--- src/rtl/nibble_serial_adder_pkg.sv ---
// ---------------------------------------------------------------------------
// nibble_serial_adder_pkg
// Shared definitions for the nibble-serial adder: slice width, the control
// FSM state encoding and a helper deriving the slice count from the width.
// ---------------------------------------------------------------------------
package nibble_serial_adder_pkg;

    // Width of the single carry-lookahead slice reused every RUN cycle.
    localparam int SLICE_W = 4;

    typedef enum logic [1:0] {
        ST_IDLE = 2'd0,
        ST_RUN  = 2'd1,
        ST_DONE = 2'd2
    } state_t;

    // Number of slices needed to cover an operand of the given width.
    function automatic int nslice(input int width);
        return width / SLICE_W;
    endfunction

endpackage

--- src/rtl/nibble_serial_adder_if.sv ---
// ---------------------------------------------------------------------------
// nibble_serial_adder_if
// Request/response bundle of the nibble-serial adder.
//   in_valid/in_ready   : operand handshake (a, b, c_in)
//   out_valid/out_ready : result handshake (sum, c_out, ovf)
//   busy                : adder is stepping through slices
// master = operand producer / result consumer, slave = the adder.
// ---------------------------------------------------------------------------
interface nibble_serial_adder_if #(
    parameter int WIDTH = 32
);
    import nibble_serial_adder_pkg::*;

    logic             in_valid;
    logic             in_ready;
    logic [WIDTH-1:0] a;
    logic [WIDTH-1:0] b;
    logic             c_in;
    logic             out_valid;
    logic             out_ready;
    logic [WIDTH-1:0] sum;
    logic             c_out;
    logic             ovf;
    logic             busy;

    modport master (
        output in_valid, a, b, c_in, out_ready,
        input  in_ready, out_valid, sum, c_out, ovf, busy
    );

    modport slave (
        input  in_valid, a, b, c_in, out_ready,
        output in_ready, out_valid, sum, c_out, ovf, busy
    );

endinterface

--- src/rtl/nibble_serial_adder_cla4_slice.sv ---
// ---------------------------------------------------------------------------
// cla4_slice
// Combinational 4-bit carry-lookahead adder slice.
//   a, b : 4-bit addends        ci : carry in
//   s    : 4-bit sum            co : carry out of bit 3
//   c3   : carry into bit 3 (used for signed-overflow detection)
// ---------------------------------------------------------------------------
module cla4_slice
    import nibble_serial_adder_pkg::*;
(
    input  logic [SLICE_W-1:0] a,
    input  logic [SLICE_W-1:0] b,
    input  logic               ci,
    output logic [SLICE_W-1:0] s,
    output logic               co,
    output logic               c3
);

    logic [SLICE_W-1:0] g;
    logic [SLICE_W-1:0] p;
    logic               c1;
    logic               c2;
    logic               c3_int;
    logic               c4;

    assign g = a & b;
    assign p = a ^ b;

    // Every carry is a flat sum of products of generate/propagate terms,
    // so no carry ripples through another.
    assign c1     = g[0] | (p[0] & ci);
    assign c2     = g[1] | (p[1] & g[0]) | (p[1] & p[0] & ci);
    assign c3_int = g[2] | (p[2] & g[1]) | (p[2] & p[1] & g[0])
                  | (p[2] & p[1] & p[0] & ci);
    assign c4     = g[3] | (p[3] & g[2]) | (p[3] & p[2] & g[1])
                  | (p[3] & p[2] & p[1] & g[0])
                  | (p[3] & p[2] & p[1] & p[0] & ci);

    assign s  = p ^ {c3_int, c2, c1, ci};
    assign co = c4;
    assign c3 = c3_int;

endmodule

--- src/rtl/nibble_serial_adder.sv ---
// ---------------------------------------------------------------------------
// nibble_serial_adder
// Adds two WIDTH-bit operands plus a carry-in by stepping one shared 4-bit
// carry-lookahead slice across the operands, least-significant nibble first.
//   clk   : clock, rising edge
//   rst_n : asynchronous active-low reset
//   bus   : slave side of nibble_serial_adder_if (operand/result handshakes,
//           sum, c_out, ovf, busy)
// Timing: accept edge -> NSLICE RUN cycles -> DONE. DONE spends one cycle
// with out_valid low before presenting the result, so out_valid rises
// NSLICE+1 edges after acceptance and stays high until out_ready.
// ---------------------------------------------------------------------------
module nibble_serial_adder
    import nibble_serial_adder_pkg::*;
#(
    parameter int WIDTH = 32
) (
    input  logic                  clk,
    input  logic                  rst_n,
    nibble_serial_adder_if.slave  bus
);

    localparam int NSLICE = nslice(WIDTH);
    localparam int CNT_W  = (NSLICE > 1) ? $clog2(NSLICE) : 1;
    localparam logic [CNT_W-1:0] CNT_LAST = CNT_W'(NSLICE - 1);

    state_t             state_q,     state_d;
    logic [CNT_W-1:0]   cnt_q,       cnt_d;
    logic [WIDTH-1:0]   a_q,         a_d;
    logic [WIDTH-1:0]   b_q,         b_d;
    logic               carry_q,     carry_d;
    logic [WIDTH-1:0]   sum_q,       sum_d;
    logic               c_out_q,     c_out_d;
    logic               ovf_q,       ovf_d;
    logic               out_valid_q, out_valid_d;

    // Nibble views of the latched operands, selected by the slice counter.
    logic [SLICE_W-1:0] a_nibs [NSLICE];
    logic [SLICE_W-1:0] b_nibs [NSLICE];

    for (genvar gi = 0; gi < NSLICE; gi++) begin : g_nib
        assign a_nibs[gi] = a_q[gi*SLICE_W +: SLICE_W];
        assign b_nibs[gi] = b_q[gi*SLICE_W +: SLICE_W];
    end

    logic [SLICE_W-1:0] slice_s;
    logic               slice_co;
    logic               slice_c3;

    cla4_slice u_slice (
        .a  (a_nibs[cnt_q]),
        .b  (b_nibs[cnt_q]),
        .ci (carry_q),
        .s  (slice_s),
        .co (slice_co),
        .c3 (slice_c3)
    );

    always_comb begin
        state_d     = state_q;
        cnt_d       = cnt_q;
        a_d         = a_q;
        b_d         = b_q;
        carry_d     = carry_q;
        sum_d       = sum_q;
        c_out_d     = c_out_q;
        ovf_d       = ovf_q;
        out_valid_d = out_valid_q;

        case (state_q)
            ST_IDLE: begin
                // in_ready is high throughout IDLE, so in_valid alone accepts.
                if (bus.in_valid) begin
                    a_d     = bus.a;
                    b_d     = bus.b;
                    carry_d = bus.c_in;
                    cnt_d   = '0;
                    state_d = ST_RUN;
                end
            end

            ST_RUN: begin
                for (int i = 0; i < NSLICE; i++) begin
                    if (int'(cnt_q) == i) begin
                        sum_d[i*SLICE_W +: SLICE_W] = slice_s;
                    end
                end
                carry_d = slice_co;
                if (cnt_q == CNT_LAST) begin
                    // Signed overflow: carry into the MSB differs from the
                    // carry out of it, both seen in the top slice.
                    c_out_d = slice_co;
                    ovf_d   = slice_c3 ^ slice_co;
                    state_d = ST_DONE;
                end else begin
                    cnt_d = cnt_q + 1'b1;
                end
            end

            ST_DONE: begin
                if (!out_valid_q) begin
                    out_valid_d = 1'b1;
                end else if (bus.out_ready) begin
                    out_valid_d = 1'b0;
                    state_d     = ST_IDLE;
                end
            end

            default: begin
                state_d     = ST_IDLE;
                out_valid_d = 1'b0;
            end
        endcase
    end

    always_ff @(posedge clk or negedge rst_n) begin
        if (!rst_n) begin
            state_q     <= ST_IDLE;
            cnt_q       <= '0;
            a_q         <= '0;
            b_q         <= '0;
            carry_q     <= 1'b0;
            sum_q       <= '0;
            c_out_q     <= 1'b0;
            ovf_q       <= 1'b0;
            out_valid_q <= 1'b0;
        end else begin
            state_q     <= state_d;
            cnt_q       <= cnt_d;
            a_q         <= a_d;
            b_q         <= b_d;
            carry_q     <= carry_d;
            sum_q       <= sum_d;
            c_out_q     <= c_out_d;
            ovf_q       <= ovf_d;
            out_valid_q <= out_valid_d;
        end
    end

    assign bus.in_ready  = (state_q == ST_IDLE);
    assign bus.busy      = (state_q == ST_RUN);
    assign bus.out_valid = out_valid_q;
    assign bus.sum       = sum_q;
    assign bus.c_out     = c_out_q;
    assign bus.ovf       = ovf_q;

endmodule

--- src/flat_wrapper.sv ---
// flat-port wrapper written by rule: the top's interface ports become plain ports
module nibble_serial_adder_flat import nibble_serial_adder_pkg::*;
#(
    parameter int WIDTH = 32
)
  (clk, rst_n, bus_in_valid, bus_a, bus_b, bus_c_in, bus_out_ready, bus_in_ready, bus_out_valid, bus_sum, bus_c_out, bus_ovf, bus_busy);
  nibble_serial_adder_if #(.WIDTH(WIDTH)) bus_i ();
  input  logic clk;
  input  logic rst_n;
  input wire logic [$bits(bus_i.in_valid)-1:0] bus_in_valid;
  input wire logic [$bits(bus_i.a)-1:0] bus_a;
  input wire logic [$bits(bus_i.b)-1:0] bus_b;
  input wire logic [$bits(bus_i.c_in)-1:0] bus_c_in;
  input wire logic [$bits(bus_i.out_ready)-1:0] bus_out_ready;
  output wire logic [$bits(bus_i.in_ready)-1:0] bus_in_ready;
  output wire logic [$bits(bus_i.out_valid)-1:0] bus_out_valid;
  output wire logic [$bits(bus_i.sum)-1:0] bus_sum;
  output wire logic [$bits(bus_i.c_out)-1:0] bus_c_out;
  output wire logic [$bits(bus_i.ovf)-1:0] bus_ovf;
  output wire logic [$bits(bus_i.busy)-1:0] bus_busy;
  assign bus_i.in_valid = bus_in_valid;
  assign bus_i.a = bus_a;
  assign bus_i.b = bus_b;
  assign bus_i.c_in = bus_c_in;
  assign bus_i.out_ready = bus_out_ready;
  assign bus_in_ready = bus_i.in_ready;
  assign bus_out_valid = bus_i.out_valid;
  assign bus_sum = bus_i.sum;
  assign bus_c_out = bus_i.c_out;
  assign bus_ovf = bus_i.ovf;
  assign bus_busy = bus_i.busy;
  nibble_serial_adder #(.WIDTH(WIDTH)) u_core (.clk(clk), .rst_n(rst_n), .bus(bus_i));
endmodule
--- config.mk ---
export PLATFORM = sky130hd
export DESIGN_NAME = nibble_serial_adder_flat
export DESIGN_NICKNAME = d
export VERILOG_FILES = /design/src/rtl/nibble_serial_adder_pkg.sv /design/src/rtl/nibble_serial_adder_if.sv /design/src/rtl/nibble_serial_adder_cla4_slice.sv /design/src/rtl/nibble_serial_adder.sv /design/src/flat_wrapper.sv
export SDC_FILE = /design/constraint.sdc
export NUM_CORES = 1
export LEC_CHECK = 0
export CAP_MARGIN = 0
export CORE_UTILIZATION = 46
export DETAILED_ROUTE_END_ITERATION = 8
export GPL_ROUTABILITY_DRIVEN = 0
export PLACE_DENSITY_LB_ADDON = 0.25
export SLEW_MARGIN = 10
export SYNTH_ARGS = -nofsm -noshare
export SYNTH_HDL_FRONTEND = slang
export SYNTH_HIERARCHICAL = 1
export SYNTH_SLANG_ARGS = --single-unit
--- constraint.sdc ---
create_clock -name clk -period 2.5 [get_ports clk]
set_input_delay 0.5 -clock clk [delete_from_list [all_inputs] [get_ports clk]]
set_output_delay 0.5 -clock clk [all_outputs]
set_load 0.005 [all_outputs]
==> results.toml, run 1 <==
[setup_path]
crit_required_ps = 2750
crit_family = "multiplexers"
worst-setup-path-type = "flip-flop to flip-flop"
end_kind = "flip-flop"
path_cells = "clkbuf_16 > mux4_2 > nand2_2 > nand2_2 > ha_4 > a211oi_4 > o21bai_4 > xor2_4 > mux2_4"
crit_path_frequent_cell = "nand2_2"
worstPathMaxFanout = 8
path_buf_inv = 1
cp.arrival_ps = 2840
slowest_delay_ps = 530
slowest_stage = "mux4_2"
crit_path_start_kind = "flip-flop"

[clocking]
h-tree-depth = 3
cts_buffer_depth = 2
cts_tree = "yes"
cts_root_buf = "clkbuf_8"
cts_buffers = 9
path_clk_slew_ps = 100
worstSkewPairLatency_ps = 360
cts.sinks = 105

[outcome]
outcome = "finished, violations left"
violations = "setup timing"

[routing]
routed_wl_um = 9970
route.detailed.drc = 0
ant_nets = 0
dr.pass1.iters = 4
vias = 2950
wl_per_cell_um = 17.25
drt_iter0_markers = 64
vias_per_cell = 5.104

[sta]
worst_pin_slew_ps = 536.7
finClkSkew_ps = 8.871
setup_slack_ps = -93.19
setup_viol_count_final = 19
max_freq_ghz = 0.3856
period_minus_slack_ps = 2593
finalCritPeriodShare_pct = 103.7
max_slew_margin_pct = 64.22
rsz0062_at_grt = "yes"
final_hold_viol_count = 0
slew_violations = 0

[floorplan]
initial_core_util_pct = 48.24
coreArea_sq_um = 9955
die-width_um = 104.2
fp.dieH_um = 104.2
rows = 36
io_pins = 106
die-area_sq_um = 10850

[yosys]
async_reset_ff_share_pct = 100.0
synth-seq-cells = 105
ys_warn_count = 6
syn_area_sq_um = 4802
yosysTopAreaCellShare_pct = 54.72
yosysSeqAreaShare_pct = 54.72
synthFlopType = "dfrtp_1"
syn-num-nets = 398
synth_largest_area_cell = "dfrtp_1"
synth_enable_flop_cells = 0
avgSynthCellArea_sq_um = 15.10
syn_inst = 318
synth_area_leaders = "dfrtp_1 55%, mux2_1 12%, mux2_2 11%"
synth_common_cells = "105 x dfrtp_1, 50 x mux2_1, 47 x mux2_2"
ys_types = 34
yosys.cell_count.top_type = "dfrtp_1"

[placement]
dp_hpwl_um = 7216
pre_cts_ws_ps = -355.2
port_buffers = 105

[power]
p_per_area_nw_per_um2 = 1576
cellLeakagePower_nw = 2.744
power.total_mw = 10.21
ir_worst_vdd_v = 0.0009016

[finish]
drive_gt1_share_pct = 27.87
ff_latch_area_sq_um = 2629
syn_to_final_growth_pct = 34.86
nFillCells = 744
multi_input_area_sq_um = 2147
num-nets-final = 520
diodes = 0

[global_route]
grtUsageTotal_pct = 19.97
grt_pass1_wl_um = 16680
first_global_vias = 3215
gr-total-overflow = 0
top_usage_layer = "met2"
use_met3_pct = 4.386
grt_max_degree = 50
grt_use_met2_pct = 32.24
grt_antenna_before_repair = 0
met1_usage_pct = 27.43

[job]
drv_cap = 0

[min_path]
min_path_type = "input port to asynchronous set/reset pin"
cell families after synthesis:
family                   Yosys count  synth area share, %
adder cells (fa/ha/maj)           11                3.022
AND/OR/NAND/NOR                   47                5.133
multiplexers                     114                31.08
AO/OA/AOI/OAI                     12                1.641
buffers and inverters             25                3.674
flip-flops                       105                54.72
XOR/XNOR                           4               0.7297
cell usage in the layout (no fill, tap or decap), types with 2 or more instances in the layout:
master           count
nor3_4               2
xor2_4               2
o22ai_1              2
mux2_4               3
clkdlybuf4s50_1    104
buf_4               16
ha_1                 7
nand3_1              3
clkbuf_8             9
buf_6                2
nand2_1             22
mux4_1               4
buf_12               4
dfrtp_1            104
mux2_2              44
o21ai_1              2
clkinvlp_4           2
nand2_2              8
clkbuf_1             2
mux2_1              50
inv_1                8
bufinv_16            2
mux4_2              12
nor2_1               3
ha_4                 3
o21ai_0              2
worst reg2reg max path, stage by stage, from the launching register on:
cell and delay (ps):
dfrtp_2 430, clkbuf_16 170, mux4_2 530, nand2_2 80
nand2_2 70, ha_4 230, a211oi_4 320, o21bai_4 140
xor2_4 220, mux2_4 300
what timing repair did:
action                                  in CTS  in global routing
cloned                                       1                  0
buffers inserted                             4                  3
pin swaps                                    5                  6
endpoints found under the setup margin      27                 35
gates resized for setup                     28                 10
hold buffers                                 0                  0
layer usage:
metal,share of wire [%],up-vias
met1,47,1496
met2,47,70
met5,0,-
li1,-,1375
met3,4.0,9
met4,1.2,0
area by class of cell:
class	count	share of cell area [%]
clock inverter	5	1.236
timing repair buffer	127	19.90
clock buffer	11	2.029
multi-input combinational	188	33.15
inverter	9	0.5216
sequential	105	40.59
tap	133	2.570
through the flow:
step / setup TNS [ps] / hold WS, ps / utilization [%] / instance area [sq um] / cells
6_report: -1357 / 49.87 / 65.06 / 6476 / 578
5_1_grt: -3209 / 53.40 / 65.06 / 6476 / 578
4_1_cts: -749.9 / 49.13 / 64.50 / 6421 / 576
3_5_place_dp: -6709 / 450.5 / 60.94 / 6066 / 557
3_3_place_gp: -4349 / 451.6 / 60.94 / 6066 / 557
2_1_floorplan: 0 / 204.4 / - / 4810 / 318
worst paths after layout:
kind,start,cells after the start,slack [ps],to
max in group asynchronous,rst_n,2,1720,u_core/b_q[15]$_DFFE_PN0P_
max reg2reg,u_core/cnt_q[0]$_DFFE_PN0P_,9,-90,u_core/bus.sum[15]$_DFFE_PN0P_
max,u_core/cnt_q[0]$_DFFE_PN0P_,9,-90,u_core/bus.sum[15]$_DFFE_PN0P_
min,rst_n,1,50,u_core/b_q[24]$_DFFE_PN0P_
min reg2reg,u_core/b_q[3]$_DFFE_PN0P_,1,490,u_core/b_q[3]$_DFFE_PN0P_
min in group clk,u_core/b_q[3]$_DFFE_PN0P_,1,490,u_core/b_q[3]$_DFFE_PN0P_
where the power goes:
group          leakage [nW]  total, mW  internal, mW  switching (mW)
sequential             1.25       3.07          2.58           0.486
combinational          1.40       6.03          3.30            2.73
clock                0.0995       1.11         0.564           0.550
state kept, by name, indices dropped and copies added (netlist names):
| register | flops |
|---|---|
| u_core/a_q | 32 |
| u_core/b_q | 32 |
| u_core/bus.sum | 32 |
| u_core/cnt_q | 3 |
| u_core/state_q | 2 |
| u_core/bus.c_out | 1 |
| u_core/bus.out_valid | 1 |
| u_core/bus.ovf | 1 |
| u_core/carry_q | 1 |
(Power assumes the default switching activity.)
==> inputs of run 2 (changes only) <==
--- a/config.mk
+++ b/config.mk
@@ -5,7 +5,7 @@
 export SDC_FILE = /design/constraint.sdc
 export NUM_CORES = 1
 export LEC_CHECK = 0
-export CAP_MARGIN = 0
+export CAP_MARGIN = 5
 export CORE_UTILIZATION = 46
 export DETAILED_ROUTE_END_ITERATION = 8
 export GPL_ROUTABILITY_DRIVEN = 0
==> results of run 2 <==
Same layout as run 1: the final DEF is identical, and so are final timing and power.
==> inputs of run 3 (changes only) <==
--- a/config.mk
+++ b/config.mk
@@ -6,7 +6,9 @@
 export NUM_CORES = 1
 export LEC_CHECK = 0
 export CAP_MARGIN = 5
-export CORE_UTILIZATION = 46
+export CELL_PAD_IN_SITES_DETAIL_PLACEMENT = 0
+export CELL_PAD_IN_SITES_GLOBAL_PLACEMENT = 1
+export CORE_UTILIZATION = 37
 export DETAILED_ROUTE_END_ITERATION = 8
 export GPL_ROUTABILITY_DRIVEN = 0
 export PLACE_DENSITY_LB_ADDON = 0.25
==> results.toml, run 3 (synthesis gave the netlist of run 1 again) <==
[outcome]
outcome = "finished, violations left"
violations = "setup timing"

[finish]
num-nets-final = 521
layout_common_cells = "104 x clkdlybuf4s50_1, 104 x dfrtp_1, 50 x mux2_1"
final_cell_area_sq_um = 6603
fin_util_pct = 52.32
fin_cells = 618
nFillCells = 1125
drive_gt1_share_pct = 28.03
diodes = 0
syn_to_final_growth_pct = 37.49

[global_route]
grt_pass1_wl_um = 16700
grt_max_degree = 66
first_global_vias = 3207
top_usage_layer = "met2"
use_met3_pct = 4.027
gr-total-overflow = 0
met1_usage_pct = 21.80
grt_use_met2_pct = 27.66
grt_antenna_before_repair = 0
grtUsageTotal_pct = 16.66

[routing]
dr.pass1.iters = 4
drt_iter0_markers = 91
route.detailed.drc = 0
ant_nets = 0
wl_per_cell_um = 16.87
vias_per_cell = 4.851
routed_wl_um = 10430
vias = 2998

[placement]
dp_hpwl_um = 7569
dp.cells = 597
port_buffers = 105
postPlaceCellArea_sq_um = 6110

[sta]
period_minus_slack_ps = 2559
holdWs_ps = 133.7
finalCritPeriodShare_pct = 102.3
setup_slack_ps = -58.72
max_slew_margin_pct = 66.52
finClkSkew_ps = 7.929
slew_violations = 0
setup_viol_count_final = 18
max_freq_ghz = 0.3908
finalSetupTns_ps = -591.2
worst_pin_slew_ps = 502.3
final_hold_viol_count = 0
rsz0062_at_grt = "yes"

[power]
swShare_pct = 36.29
ir_worst_vdd_v = 0.0009427
p_per_area_nw_per_um2 = 1589
switchingPower_mw = 3.807
pwr-share-comb_pct = 58.1
power.clock.fraction_pct = 12.4
cellLeakagePower_nw = 2.796
power.internal_mw = 6.685
seq_power_share_pct = 29.5

[setup_path]
worstPathMaxFanout = 8
end_kind = "flip-flop"
cp.arrival_ps = 2780
crit_required_ps = 2720
crit_path_start_kind = "flip-flop"
worst-setup-path-type = "flip-flop to flip-flop"

[floorplan]
io_pins = 106
rows = 41
die-area_sq_um = 13440
die-width_um = 115.9
fp.dieH_um = 115.9
coreArea_sq_um = 12620
initial_core_util_pct = 38.05

[clocking]
h-tree-depth = 3
cts_tree = "yes"
cts_buffers = 9
cts_root_buf = "clkbuf_16"
cts.sinks = 105
worstSkewPairLatency_ps = 340
cts_buffer_depth = 2
path_clk_slew_ps = 70

[job]
drv_cap = 0

[min_path]
min_path_type = "input port to asynchronous set/reset pin"
run 3: final timing paths:
path,cells after the start,start,to,slack (ps)
min in group clk,1,u_core/b_q[10]$_DFFE_PN0P_,u_core/b_q[10]$_DFFE_PN0P_,490
hold reg to reg,1,u_core/b_q[10]$_DFFE_PN0P_,u_core/b_q[10]$_DFFE_PN0P_,490
setup reg to reg,9,u_core/cnt_q[0]$_DFFE_PN0P_,u_core/bus.sum[19]$_DFFE_PN0P_,-60
hold / removal,1,rst_n,u_core/b_q[23]$_DFFE_PN0P_,130
max in group asynchronous,2,rst_n,u_core/cnt_q[2]$_DFFE_PN0P_,1760
setup / recovery,9,u_core/cnt_q[0]$_DFFE_PN0P_,u_core/bus.sum[19]$_DFFE_PN0P_,-60
run 3: worst max-delay path, stage by stage (launching register included):
cell      delay (ps)
dfrtp_2          420
buf_8            150
mux4_2           500
nand2_2           80
nand2_2           70
ha_4             250
a211oi_4         320
o21bai_4         150
xor2_4           210
mux2_4           290
run 3: stage by stage:
| step | power (mW) | setup slack (ps) |
|---|---|---|
| CTS | 9.941 | -134.2 |
| global placement | 7.808 | -176.4 |
| finish | 10.49 | -58.72 |
| floorplan | 6.035 | 0.3884 |
| global route | 11.28 | -160.8 |
| detailed placement | 7.915 | -262.1 |
run 3: timing repair:
| action | 4_1_cts | 5_1_grt |
|---|---|---|
| resized for setup | 20 | 23 |
| setup buffers | 6 | 1 |
| endpoints found under the setup margin | 27 | 35 |
| pin swaps | 4 | 8 |
| hold buffers | 0 | 0 |
run 3: area by class of cell:
cell class / instances / area, sq um / area share (%)
multi-input cells: 188 / 2170 / 32.86
well taps: 172 / 215.2 / 3.259
flip-flops and latches: 105 / 2629 / 39.81
clock inverters: 3 / 15.01 / 0.2274
clock buffers: 13 / 260.3 / 3.942
repair buffers: 128 / 1277 / 19.35
inverters: 9 / 36.28 / 0.5496
run 3: layer usage:
metal | vias to the layer above | routed length [um]
li1 | 1372 | -
met4 | 0 | 133
met5 | - | 0
met3 | 11 | 541
met2 | 77 | 4999
met1 | 1538 | 4752
run 3: power by group through the flow:
stage | clock, mW | combinational [mW] | sequential, mW
finish | 1.31 | 6.09 | 3.09
global route | 1.41 | 6.65 | 3.22
CTS | 1.35 | 5.49 | 3.10
detailed placement | 0 | 4.80 | 3.12
global placement | 0 | 4.69 | 3.12
floorplan | 0 | 3.09 | 2.94
